[config.mk]
export PLATFORM = sky130hd
export DESIGN_NAME = muldiv_sequencer
export DESIGN_NICKNAME = d
export VERILOG_FILES = /design/src/rtl/muldiv_sequencer.sv
export SDC_FILE = /design/constraint.sdc
export NUM_CORES = 1
export LEC_CHECK = 0
export ABC_CLOCK_PERIOD_IN_PS = 2800
export CORE_MARGIN = 2
export CORE_UTILIZATION = 50
export DETAILED_ROUTE_END_ITERATION = 8
export PLACE_DENSITY = 0.84
export SKIP_CTS_REPAIR_TIMING = 1
export SYNTH_ARGS = -nofsm -noshare
export SYNTH_HDL_FRONTEND = slang
export SYNTH_SLANG_ARGS = --single-unit
[constraint.sdc]
create_clock -name clk -period 2.8 [get_ports clk]
set_clock_uncertainty 0.1 [all_clocks]
set_input_delay 0.28 -clock clk [delete_from_list [all_inputs] [get_ports clk]]
set_output_delay 0.28 -clock clk [all_outputs]
set_load 0.03 [all_outputs]
[src/rtl/muldiv_sequencer.sv]
// ---------------------------------------------------------------------------
// muldiv_sequencer
//
// Sequences one operation on the shared multiply/divide unit of the multicycle
// CPU. It accepts a single-cycle start request from the main control unit,
// issues the init strobe to the multiplier or the divider, and waits out the
// unit latency with a down-counter. It then pulses the HI/LO load and reports
// completion. A divide by a zero divisor never starts the divider; it raises
// a one-cycle exception pulse instead.
//
// Parameters
//   MULT_CYCLES   multiplier latency after its init strobe (1..255)
//   DIV_CYCLES    divider latency after its init strobe (1..255)
//
// Ports
//   clk           system clock, rising edge
//   reset         asynchronous active-low reset
//   start         operation request, only sampled while idle
//   op            0 MULT, 1 DIV (dividend A), 2 DIVM (dividend MDR), 3 reserved
//   divisor_zero  divisor equals zero, sampled together with start
//   abort         cancel: return to idle on the next edge
//   busy          high whenever not idle
//   mult_init     one-cycle multiplier start strobe
//   div_init      one-cycle divider start strobe
//   div_src_sel   dividend mux select (0 = A, 1 = MDR)
//   hl_src_sel    HI/LO mux select (0 = divider, 1 = multiplier)
//   hl_load       one-cycle HI/LO load enable
//   done          one-cycle completion pulse
//   div_zero_exc  one-cycle divide-by-zero exception pulse
//
// All outputs are decoded from registered state only, so no input reaches an
// output combinationally and every output is 0 as soon as reset asserts.
// ---------------------------------------------------------------------------
module muldiv_sequencer #(
    parameter int unsigned MULT_CYCLES = 32,
    parameter int unsigned DIV_CYCLES  = 32
) (
    input  logic       clk,
    input  logic       reset,
    input  logic       start,
    input  logic [1:0] op,
    input  logic       divisor_zero,
    input  logic       abort,
    output logic       busy,
    output logic       mult_init,
    output logic       div_init,
    output logic       div_src_sel,
    output logic       hl_src_sel,
    output logic       hl_load,
    output logic       done,
    output logic       div_zero_exc
);

    localparam logic [2:0] S_IDLE  = 3'd0;
    localparam logic [2:0] S_INIT  = 3'd1;
    localparam logic [2:0] S_RUN   = 3'd2;
    localparam logic [2:0] S_WRITE = 3'd3;
    localparam logic [2:0] S_DONE  = 3'd4;
    localparam logic [2:0] S_DZERO = 3'd5;

    // Counter preload is N-1 so that RUN lasts exactly N cycles.
    localparam logic [7:0] MULT_LOAD = 8'(MULT_CYCLES - 32'd1);
    localparam logic [7:0] DIV_LOAD  = 8'(DIV_CYCLES - 32'd1);

    logic [2:0] r_state;
    logic [7:0] r_cnt;
    logic       r_kind_mult;   // 1 = multiply, 0 = divide
    logic       r_div_src;     // latched op == DIVM

    logic [2:0] w_state_nxt;
    logic [7:0] w_cnt_nxt;
    logic       w_kind_nxt;
    logic       w_div_src_nxt;
    logic       w_active;      // INIT through DONE: mux selects are valid

    // Next-state, counter and operation-latch logic.
    always_comb begin
        w_state_nxt   = r_state;
        w_cnt_nxt     = r_cnt;
        w_kind_nxt    = r_kind_mult;
        w_div_src_nxt = r_div_src;
        if (abort) begin
            // Abort beats everything, including a start seen in IDLE.
            w_state_nxt = S_IDLE;
        end else begin
            case (r_state)
                S_IDLE: begin
                    if (start && (op != 2'd3)) begin
                        w_kind_nxt    = (op == 2'd0);
                        w_div_src_nxt = (op == 2'd2);
                        if ((op != 2'd0) && divisor_zero) begin
                            w_state_nxt = S_DZERO;
                        end else begin
                            w_state_nxt = S_INIT;
                        end
                    end else begin
                        w_state_nxt = S_IDLE;
                    end
                end
                S_INIT: begin
                    if (r_kind_mult) begin
                        w_cnt_nxt = MULT_LOAD;
                    end else begin
                        w_cnt_nxt = DIV_LOAD;
                    end
                    w_state_nxt = S_RUN;
                end
                S_RUN: begin
                    // Counter saturates at 0: leave RUN instead of wrapping.
                    if (r_cnt == 8'd0) begin
                        w_state_nxt = S_WRITE;
                    end else begin
                        w_cnt_nxt = r_cnt - 8'd1;
                    end
                end
                S_WRITE: w_state_nxt = S_DONE;
                S_DONE:  w_state_nxt = S_IDLE;
                S_DZERO: w_state_nxt = S_IDLE;
                default: w_state_nxt = S_IDLE;
            endcase
        end
    end

    // State registers with asynchronous active-low reset.
    always_ff @(posedge clk or negedge reset) begin
        if (!reset) begin
            r_state     <= S_IDLE;
            r_cnt       <= 8'd0;
            r_kind_mult <= 1'b0;
            r_div_src   <= 1'b0;
        end else begin
            r_state     <= w_state_nxt;
            r_cnt       <= w_cnt_nxt;
            r_kind_mult <= w_kind_nxt;
            r_div_src   <= w_div_src_nxt;
        end
    end

    // Output decode from the registered state only.
    always_comb begin
        w_active     = (r_state == S_INIT) || (r_state == S_RUN) ||
                       (r_state == S_WRITE) || (r_state == S_DONE);
        busy         = (r_state != S_IDLE);
        mult_init    = (r_state == S_INIT) && r_kind_mult;
        div_init     = (r_state == S_INIT) && !r_kind_mult;
        hl_src_sel   = w_active && r_kind_mult;
        div_src_sel  = w_active && r_div_src;
        hl_load      = (r_state == S_WRITE);
        done         = (r_state == S_DONE);
        div_zero_exc = (r_state == S_DZERO);
    end

endmodule

Word level (Yosys, flattened, before mapping):

Cells that the tools add are included.

* output and inout bits: 8
* register bits after elaboration: 13
* logic and storage cells: 40

* muxes and demuxes: 7
* reductions and logical operators: 18
* add/sub/neg operators: 1
* equal/unequal tests: 9
* bitwise gates (word level): 1

Operator list (number)
* 8-bit one-hot mux with 2 select lines: 1
* 3-bit two-way mux: 4
* 3-bit one-hot mux with 4 select lines: 1
* 8-bit zero test: 1
* 8-bit two-way mux: 1
* 8-bit by 1-bit subtractor with 8-bit output, second input constant: 1
* 3-bit by 2-bit == test with 1-bit output, second input constant: 2
* 3-bit == test, second input constant: 2
* 1-bit logical AND: 6
* 3-bit AND reduction: 2
* 2-bit != test, second input constant: 2
* 2-bit nonzero test: 2
* 3-bit by 1-bit == test with 1-bit output, second input constant: 1
* 3-bit zero test: 1
* 1-bit logical OR: 3
* 3-bit != test, second input constant: 1
* 3-bit nonzero test: 1
* 2-bit == test, second input constant: 1
* 2-bit zero test: 1
* 1-bit zero test: 1
* 1-bit inverter: 1

Logic depth before layout (Yosys ltp):

Gate-level depths: netlist of run 1.

* depth in word-level cells: 6
* gate-level depth with buffers: 6
* depth with buffers taken out: 5

Worst setup path before layout of run 1:

OpenSTA, ideal clock, no wires.

* path kind: flip-flop to output port
* start: reg r_state[2]
* end: out div_init
* cell stages (with the launch flop): 3
* slack: 0.836 ns
* arrival time: 1.584 ns
* cell sequence: dfrtp_1 > buf_4 > nor4b_1

* cells in the longest elaborated chain, start to end: 2

Ends and longest elaborated chain
* start, declared: line 65 `logic [2:0] r_state;`
* start signal, assigned: line 132 `r_state <= w_state_nxt;`
* 3-bit by 1-bit == test with 1-bit output: line 145 `div_init = (r_state == S_INIT) && !r_kind_mult;`
* 1-bit logical AND: line 145
* end, declared: line 46 `output logic div_init,`

Every way passes these cells.

Final worst setup path of run 1:

* start: reg r_state[2]
* end: out hl_src_sel

* cells in the longest elaborated chain, start to end: 5
* elaborated cells on any way between the ends: 8
* those cells by class: eq/ne (4); reduce/logical (4)

Ends and longest elaborated chain
* 3-bit by 1-bit == test with 1-bit output or 3-bit by 2-bit == test with 1-bit output (tied branches): line 141 `w_active = (r_state == S_INIT) || (r_state == S_RUN) ||`
* 1-bit logical OR (2 in a row): line 141
* 1-bit logical OR (*): line 142 `(r_state == S_WRITE) || (r_state == S_DONE);`
* 1-bit logical AND (*): line 146 `hl_src_sel = w_active && r_kind_mult;`
* end, declared: line 48 `output logic hl_src_sel,`

Mark *: on every way between the ends. The rest lies on a longest branch, timed or not.

==> qor.csv, run 1 <==
stage;metric;value;unit
outcome;outcome;finished clean;
routing;via_per_inst;6.22;
sta;slew_headroom;54.1;%
layout;post_layout_nonfiller_instances;113;
synthesis;postSynthCellCount;83;
synthesis;post_synth_most_frequent_cells;13 x dfrtp_1, 6 x o21ai_0, 5 x a21oi_1, 5 x nor2_1;
synthesis;post_synth_main_area_contributors;dfrtp_1 40%, o21ai_0 3.7%, a21oi_1 3.1%, nand4_1 3.1%, or3_1 3.1%;
grt;pin_count_of_the_biggest_net_entering_global_routing;14;
layout;final_core_util;63.5;%
pwr;combinationalPowerShare;27.1;%
synthesis;synth-seq-cells;13;
routing;wirelength_met1;742;µm
pwr;power;0.550;mW
setup_path;timing.setup.critical_path_class;reg -> out;
pwr;power.ir.vdd_worst;0.438;mV
clock_tree;clock_sinks;13;
clock_tree;later_pin_clock_latency_in_the_skew_report;0.29;ns
routing;met2WireLength;792;µm
sta;period_needed;2.40;ns
setup_path;worst_setup_path_startpoint;r_state[2]$_DFFE_PN0P_;
place;port_buffer_cells;14;
sta;setup_viol;0;
sta;hold-worst-slack;0.248;ns
clock_tree;cts_made_buffers;3;
sta;final.period_utilization;85.6;%
pwr;standby_leakage_power;0.393;nW
place;detailedPlace.worstSlack;0.639;ns
synthesis;post_synth_cell_types;35;
layout;fillers;126;
sta;fin_setup_tns;0;ns
grt;vias_in_the_first_global_route;694;
setup_path;start_kind;register;
place;dp_hpwl;1270;µm
routing;wl_per_cell;14.8;µm
layout;post_route_cells_drive_above_1_share;8.25;%
synthesis;synthMostInstantiatedCell;dfrtp_1;
place;placement.cell_area;931;µm²
floorplanning;ioPinCount;15;
synthesis;synth_fp_nets;91;
clock_tree;clock-root-buffer;clkbuf_4;
setup_path;timing.reg2reg.setup_slack;0.96;ns
sta;report.final.hold_viol_count;0;
place;gp_congestion;0.860;
synthesis;synth_edf_count;0;
clock_tree;cts.clk_slew.worst_paths;0.08;ns
sta;finalMaxSlewViolations;0;
routing;wire_length_after_detailed_routing;1670;µm
job;max_cap_violations;0;
layout;flow.area_growth_from_synthesis;18.4;%
floorplanning;start_util;53.7;%
grt;grt_antenna_before_repair;0;
setup_path;critical_path.max_fanout;10;
setup_path;worst_setup_path_end_kind;primary output;
routing;first_pass_iters;4;
synthesis;post_synth.cell_area_avg;9.74;µm²
setup_path;rr_worst_depth;4;
clock_tree;tritoncts;done;
min_path;min-delay-path-class;in -> async;
pwr;power.share.clock;21.5;%
setup_path;crit_arrival;2.02;ns
pwr;p_int;0.350;mW
synthesis;synth_sequential_area_ratio;40.2;%
layout;num-nets-final;106;
setup_path;r2r-start;r_state[2]$_DFFE_PN0P_;
routing;drt_first_iter_violations;9;
routing;met3RoutedLength;94;µm
pwr;power.net_switching;0.201;mW
setup_path;cp.required;2.42;ns
layout;antenna-diode-count;0;
synthesis;yosys_warnings;0;
sta;final_critical_path_setup_slack;0.403;ns
routing;highest_layer;met4;
pwr;powerDensity;575;nW/µm²
synthesis;netlist.area_leader.share;40.2;%
synthesis;dominant_synthesized_flop_cell;dfrtp_1;
routing;ant_nets;0;
setup_path;reg2reg_to;r_cnt[4]$_DFFE_PN0P_;
clock_tree;max-clock-path-buffers;2;
pwr;seqPwrFrac;51.4;%
place;placed_cells_incl_taps;109;
grt;gr-usage-all-layers;21.5;%
floorplanning;die_area;1950;µm²
floorplanning;num_rows;14;
synthesis;fraction_of_registers_with_async_set_reset;100;%
routing;drc;0;
clock_tree;htreeDepth;1;
sta;rsz0062_at_grt;no;
pwr;sw_frac_of_total;36.5;%
grt;wire_length_of_the_first_global_routing_pass;3040;µm
synthesis;synth_largest_area_cell;dfrtp_1;
floorplanning;die_x;44.2;µm
layout;post-route-cell-area;957;µm²
sta;clock.fmax;417;MHz
floorplanning;dieHeight;44.2;µm
floorplanning;coreArea;1510;µm²
grt;grt_remaining_overflow;0;
synthesis;mappedNetlistArea;808;µm²
routing;route.vias.total;703;
sta;timing_worst_slew_pin_value;0.686;ns
-- worst max path at each step --
stage	end	slack, ns	depth (start not counted)
after floorplan	div_init	0.84	2
after global placement	r_cnt[4]$_DFFE_PN0P_	0.67	5
after detailed placement	r_cnt[4]$_DFFE_PN0P_	0.64	5
after CTS	hl_src_sel	0.40	3
after global routing	div_src_sel	0.35	3
final	hl_src_sel	0.40	3
-- kinds of logic after synthesis --
| logic type | share of synthesized area, % |
|---|---|
| buffers and inverters | 6.50 |
| and+or+nand+nor | 34.5 |
| xor gates and xnor gates | 1.08 |
| DFF | 40.2 |
| AOI/OAI and AO/OA | 13.6 |
| muxes | 2.48 |
| adders and majority gates | 1.55 |
-- cell type report --
class                           instances  area (µm²)  share of cell area (%)
Multi-Input combinational cell         62         430                    45.0
Sequential cell                        13         325                    34.0
Timing Repair Buffer                   14         140                    14.6
Clock buffer                            4        26.3                    2.75
Tap cell                               16        20.0                    2.09
Inverter                                4        15.0                    1.57
-- routing by layer --
metal | global-route usage [%] | vias to the layer above
met3 | 4.08 | 5
li1 | - | 341
met4 | 9.09 | 0
met5 | 0 | -
met1 | 26.3 | 335
met2 | 36.8 | 22
-- sequential cells by signal (all words and copies together), names as in the netlist --
| register | count |
|---|---|
| r_kind_mult | 1 |
| r_cnt | 8 |
| r_div_src | 1 |
| r_state | 3 |
-- worst max-delay path, stage by stage (launching register included) --
cell and delay, ns:
dfrtp_1 0.50, or3_1 0.46, and3_1 0.19, clkdlybuf4s50_1 0.58
-- power groups by stage --
stage	clock (mW)	combinational [mW]	sequential, mW
after floorplan	0	0.115	0.266
after global placement	0	0.143	0.283
after detailed placement	0	0.150	0.285
after CTS	0.120	0.151	0.281
after global routing	0.128	0.171	0.290
final	0.118	0.149	0.283
-- placed cells by master, fill, tap and decap left out, types with 4 or more instances in the layout --
cell type,count
clkdlybuf4s50_1,14
dfrtp_1,13
o21ai_0,6
nor2_1,5
a21oi_1,5
inv_1,4
or3_1,4
nand4_1,4
No activity file was read; power rests on OpenSTA's default activity.
==> run 2, diff against run 1 <==
--- a/config.mk
+++ b/config.mk
@@ -9,6 +9,7 @@
 export CORE_MARGIN = 2
 export CORE_UTILIZATION = 50
 export DETAILED_ROUTE_END_ITERATION = 8
+export HOLD_SLACK_MARGIN = 0.1
 export PLACE_DENSITY = 0.84
 export SKIP_CTS_REPAIR_TIMING = 1
 export SYNTH_ARGS = -nofsm -noshare
==> results of run 2 <==
Final layout, timing and power as in run 1 (identical DEF).
==> run 3, diff against run 2 <==
==> constraint.sdc (replaced) <==
create_clock -name clk -period 2.8 [get_ports clk]
set_clock_uncertainty 0.1 [all_clocks]
set_input_delay 0.42 -clock clk [delete_from_list [all_inputs] [get_ports clk]]
set_output_delay 0.42 -clock clk [all_outputs]
set_load 0.03 [all_outputs]
==> qor.csv, run 3 (synthesis gave the netlist of run 1 again) <==
stage;metric;value;unit;change
sta;rsz0062_at_grt;no;;
pwr;seqPwrFrac;51.4;%;about the same
sta;finalMaxSlewViolations;0;;unchanged
routing;ant_nets;0;;unchanged
setup_path;rr_worst_depth;4;;unchanged
place;port_buffer_cells;14;;unchanged
layout;flow.area_growth_from_synthesis;18.4;%;unchanged
clock_tree;max-clock-path-buffers;2;;unchanged
floorplanning;dieHeight;44.2;µm;unchanged
setup_path;r2r-start;r_state[0]$_DFFE_PN0P_;;
setup_path;timing.setup.critical_path_class;reg -> out;;
layout;num-nets-final;106;;unchanged
grt;wire_length_of_the_first_global_routing_pass;3080;µm;+1.2%
routing;drt_first_iter_violations;14;;+5
min_path;min-delay-path-class;in -> async;;
setup_path;start_kind;register;;
setup_path;crit_arrival;2.02;ns;about the same
sta;fin_setup_tns;0;ns;unchanged
layout;layout.cells.most_common_list;14 x clkdlybuf4s50_1, 13 x dfrtp_1, 6 x o21ai_0;;
clock_tree;clock_sinks;13;;unchanged
sta;final_critical_path_setup_slack;0.259;ns;-0.144 ns
grt;pin_count_of_the_biggest_net_entering_global_routing;14;;unchanged
sta;final.period_utilization;90.8;%;+5.1 points
pwr;power.share.clock;21.5;%;about the same
pwr;power.ir.vdd_worst;0.420;mV;-4.2%
clock_tree;later_pin_clock_latency_in_the_skew_report;0.29;ns;about the same
place;dp_hpwl;1260;µm;-1.3%
clock_tree;tritoncts;done;;
setup_path;critical_path.max_fanout;10;;unchanged
setup_path;reg2reg_to;r_cnt[4]$_DFFE_PN0P_;;
clock_tree;htreeDepth;1;;unchanged
sta;period_needed;2.54;ns;+0.144 ns
place;detailedPlace.worstSlack;0.508;ns;-0.131 ns
pwr;powerDensity;576;nW/µm²;+0.14%
pwr;power.net_switching;0.201;mW;+0.37%
routing;wire_length_after_detailed_routing;1700;µm;+1.7%
pwr;sw_frac_of_total;36.5;%;+0.085 points
floorplanning;coreArea;1510;µm²;unchanged
grt;grt_antenna_before_repair;0;;unchanged
floorplanning;die_area;1950;µm²;unchanged
job;max_cap_violations;0;;unchanged
setup_path;timing.reg2reg.setup_slack;0.95;ns;about the same
layout;top_register;r_cnt;;
routing;via_per_inst;6.35;;+2.1%
floorplanning;ioPinCount;15;;unchanged
sta;slew_headroom;53.8;%;-0.37 points
layout;largest_reg_flops;8;;unchanged
sta;timing_worst_slew_pin_value;0.692;ns;+0.00553 ns
sta;setup_viol;0;;unchanged
layout;antenna-diode-count;0;;unchanged
floorplanning;num_rows;14;;unchanged
routing;wl_per_cell;15.0;µm;+1.7%
layout;post_route_cells_drive_above_1_share;8.25;%;unchanged
grt;grt_remaining_overflow;0;;unchanged
grt;gr-usage-all-layers;21.5;%;+0.086 points
floorplanning;start_util;53.7;%;unchanged
sta;clock.fmax;394;MHz;-5.7%
pwr;combinationalPowerShare;27.0;%;about the same
clock_tree;clock-root-buffer;clkbuf_4;;
routing;first_pass_iters;5;;+1
place;gp_congestion;0.860;;about the same
sta;report.final.hold_viol_count;0;;unchanged
setup_path;cp.required;2.28;ns;-0.14 ns
setup_path;worst_setup_path_end_kind;primary output;;
routing;drc;0;;unchanged
outcome;outcome;finished clean;;
clock_tree;cts.clk_slew.worst_paths;0.08;ns;about the same
layout;biggest_regs;r_cnt (8), r_state (3);;
grt;vias_in_the_first_global_route;715;;+3.0%
routing;route.vias.total;718;;+2.1%
pwr;standby_leakage_power;0.393;nW;unchanged
clock_tree;cts_made_buffers;3;;unchanged
floorplanning;die_x;44.2;µm;unchanged
pwr;p_int;0.350;mW;about the same
layout;layout_commonest_cell;clkdlybuf4s50_1;;
run 3: cell counts in the layout (fill, tap and decap cells not counted):
Identical to the previous run, type by type.
run 3: worst max-delay path, stage by stage, from the launching register on:
cell,delay [ns]
dfrtp_1,0.50
or3_1,0.46
and3_1,0.19
clkdlybuf4s50_1,0.58
run 3: final cells by class:
| class | count | area, µm² |
|---|---|---|
| Clock buffer | 4 | 26.3 |
| Timing Repair Buffer | 14 | 140 |
| Multi-Input combinational cell | 62 | 430 |
| Inverter | 4 | 15.0 |
| Tap cell | 16 | 20.0 |
| Fill cell | 125 | 549 |
| Sequential cell | 13 | 325 |
run 3: per-stage QoR:
stage | power [mW] | util, % | area [µm²] | cells | hold WS, ns
detailed placement | 0.433 | 61.8 | 931 | 109 | 0.376
global placement | 0.425 | 61.8 | 931 | 109 | 0.369
global route | 0.588 | 63.5 | 957 | 113 | 0.416
CTS | 0.549 | 63.5 | 957 | 113 | 0.393
finish | 0.551 | 63.5 | 957 | 113 | 0.396
floorplan | 0.381 | - | 808 | 83 | 0.0244
run 3: worst max-delay path by stage:
stage / startpoint / endpoint / cells past startpoint
after floorplan: r_state[2]$_DFFE_PN0P_ / div_init / 2
after global placement: abort / r_cnt[4]$_DFFE_PN0P_ / 5
after detailed placement: abort / r_cnt[4]$_DFFE_PN0P_ / 5
after CTS: r_state[2]$_DFFE_PN0P_ / hl_src_sel / 3
after global routing: r_state[2]$_DFFE_PN0P_ / div_src_sel / 3
final: r_state[2]$_DFFE_PN0P_ / hl_src_sel / 3
run 3: power groups by stage:
stage / sequential [mW] / combinational, mW / clock (mW)
floorplan: 0.266 / 0.115 / 0
global placement: 0.283 / 0.143 / 0
detailed placement: 0.284 / 0.149 / 0
CTS: 0.280 / 0.150 / 0.119
global route: 0.292 / 0.171 / 0.125
finish: 0.283 / 0.149 / 0.119
run 3: metal layers:
layer / GRT usage (%) / share of wire (%) / vias to the layer above
met5: 0 / 0 / -
met4: 9.09 / 2.5 / 0
met3: 4.08 / 6.8 / 9
met2: 36.2 / 47 / 35
met1: 27.1 / 43 / 336
li1: - / - / 338
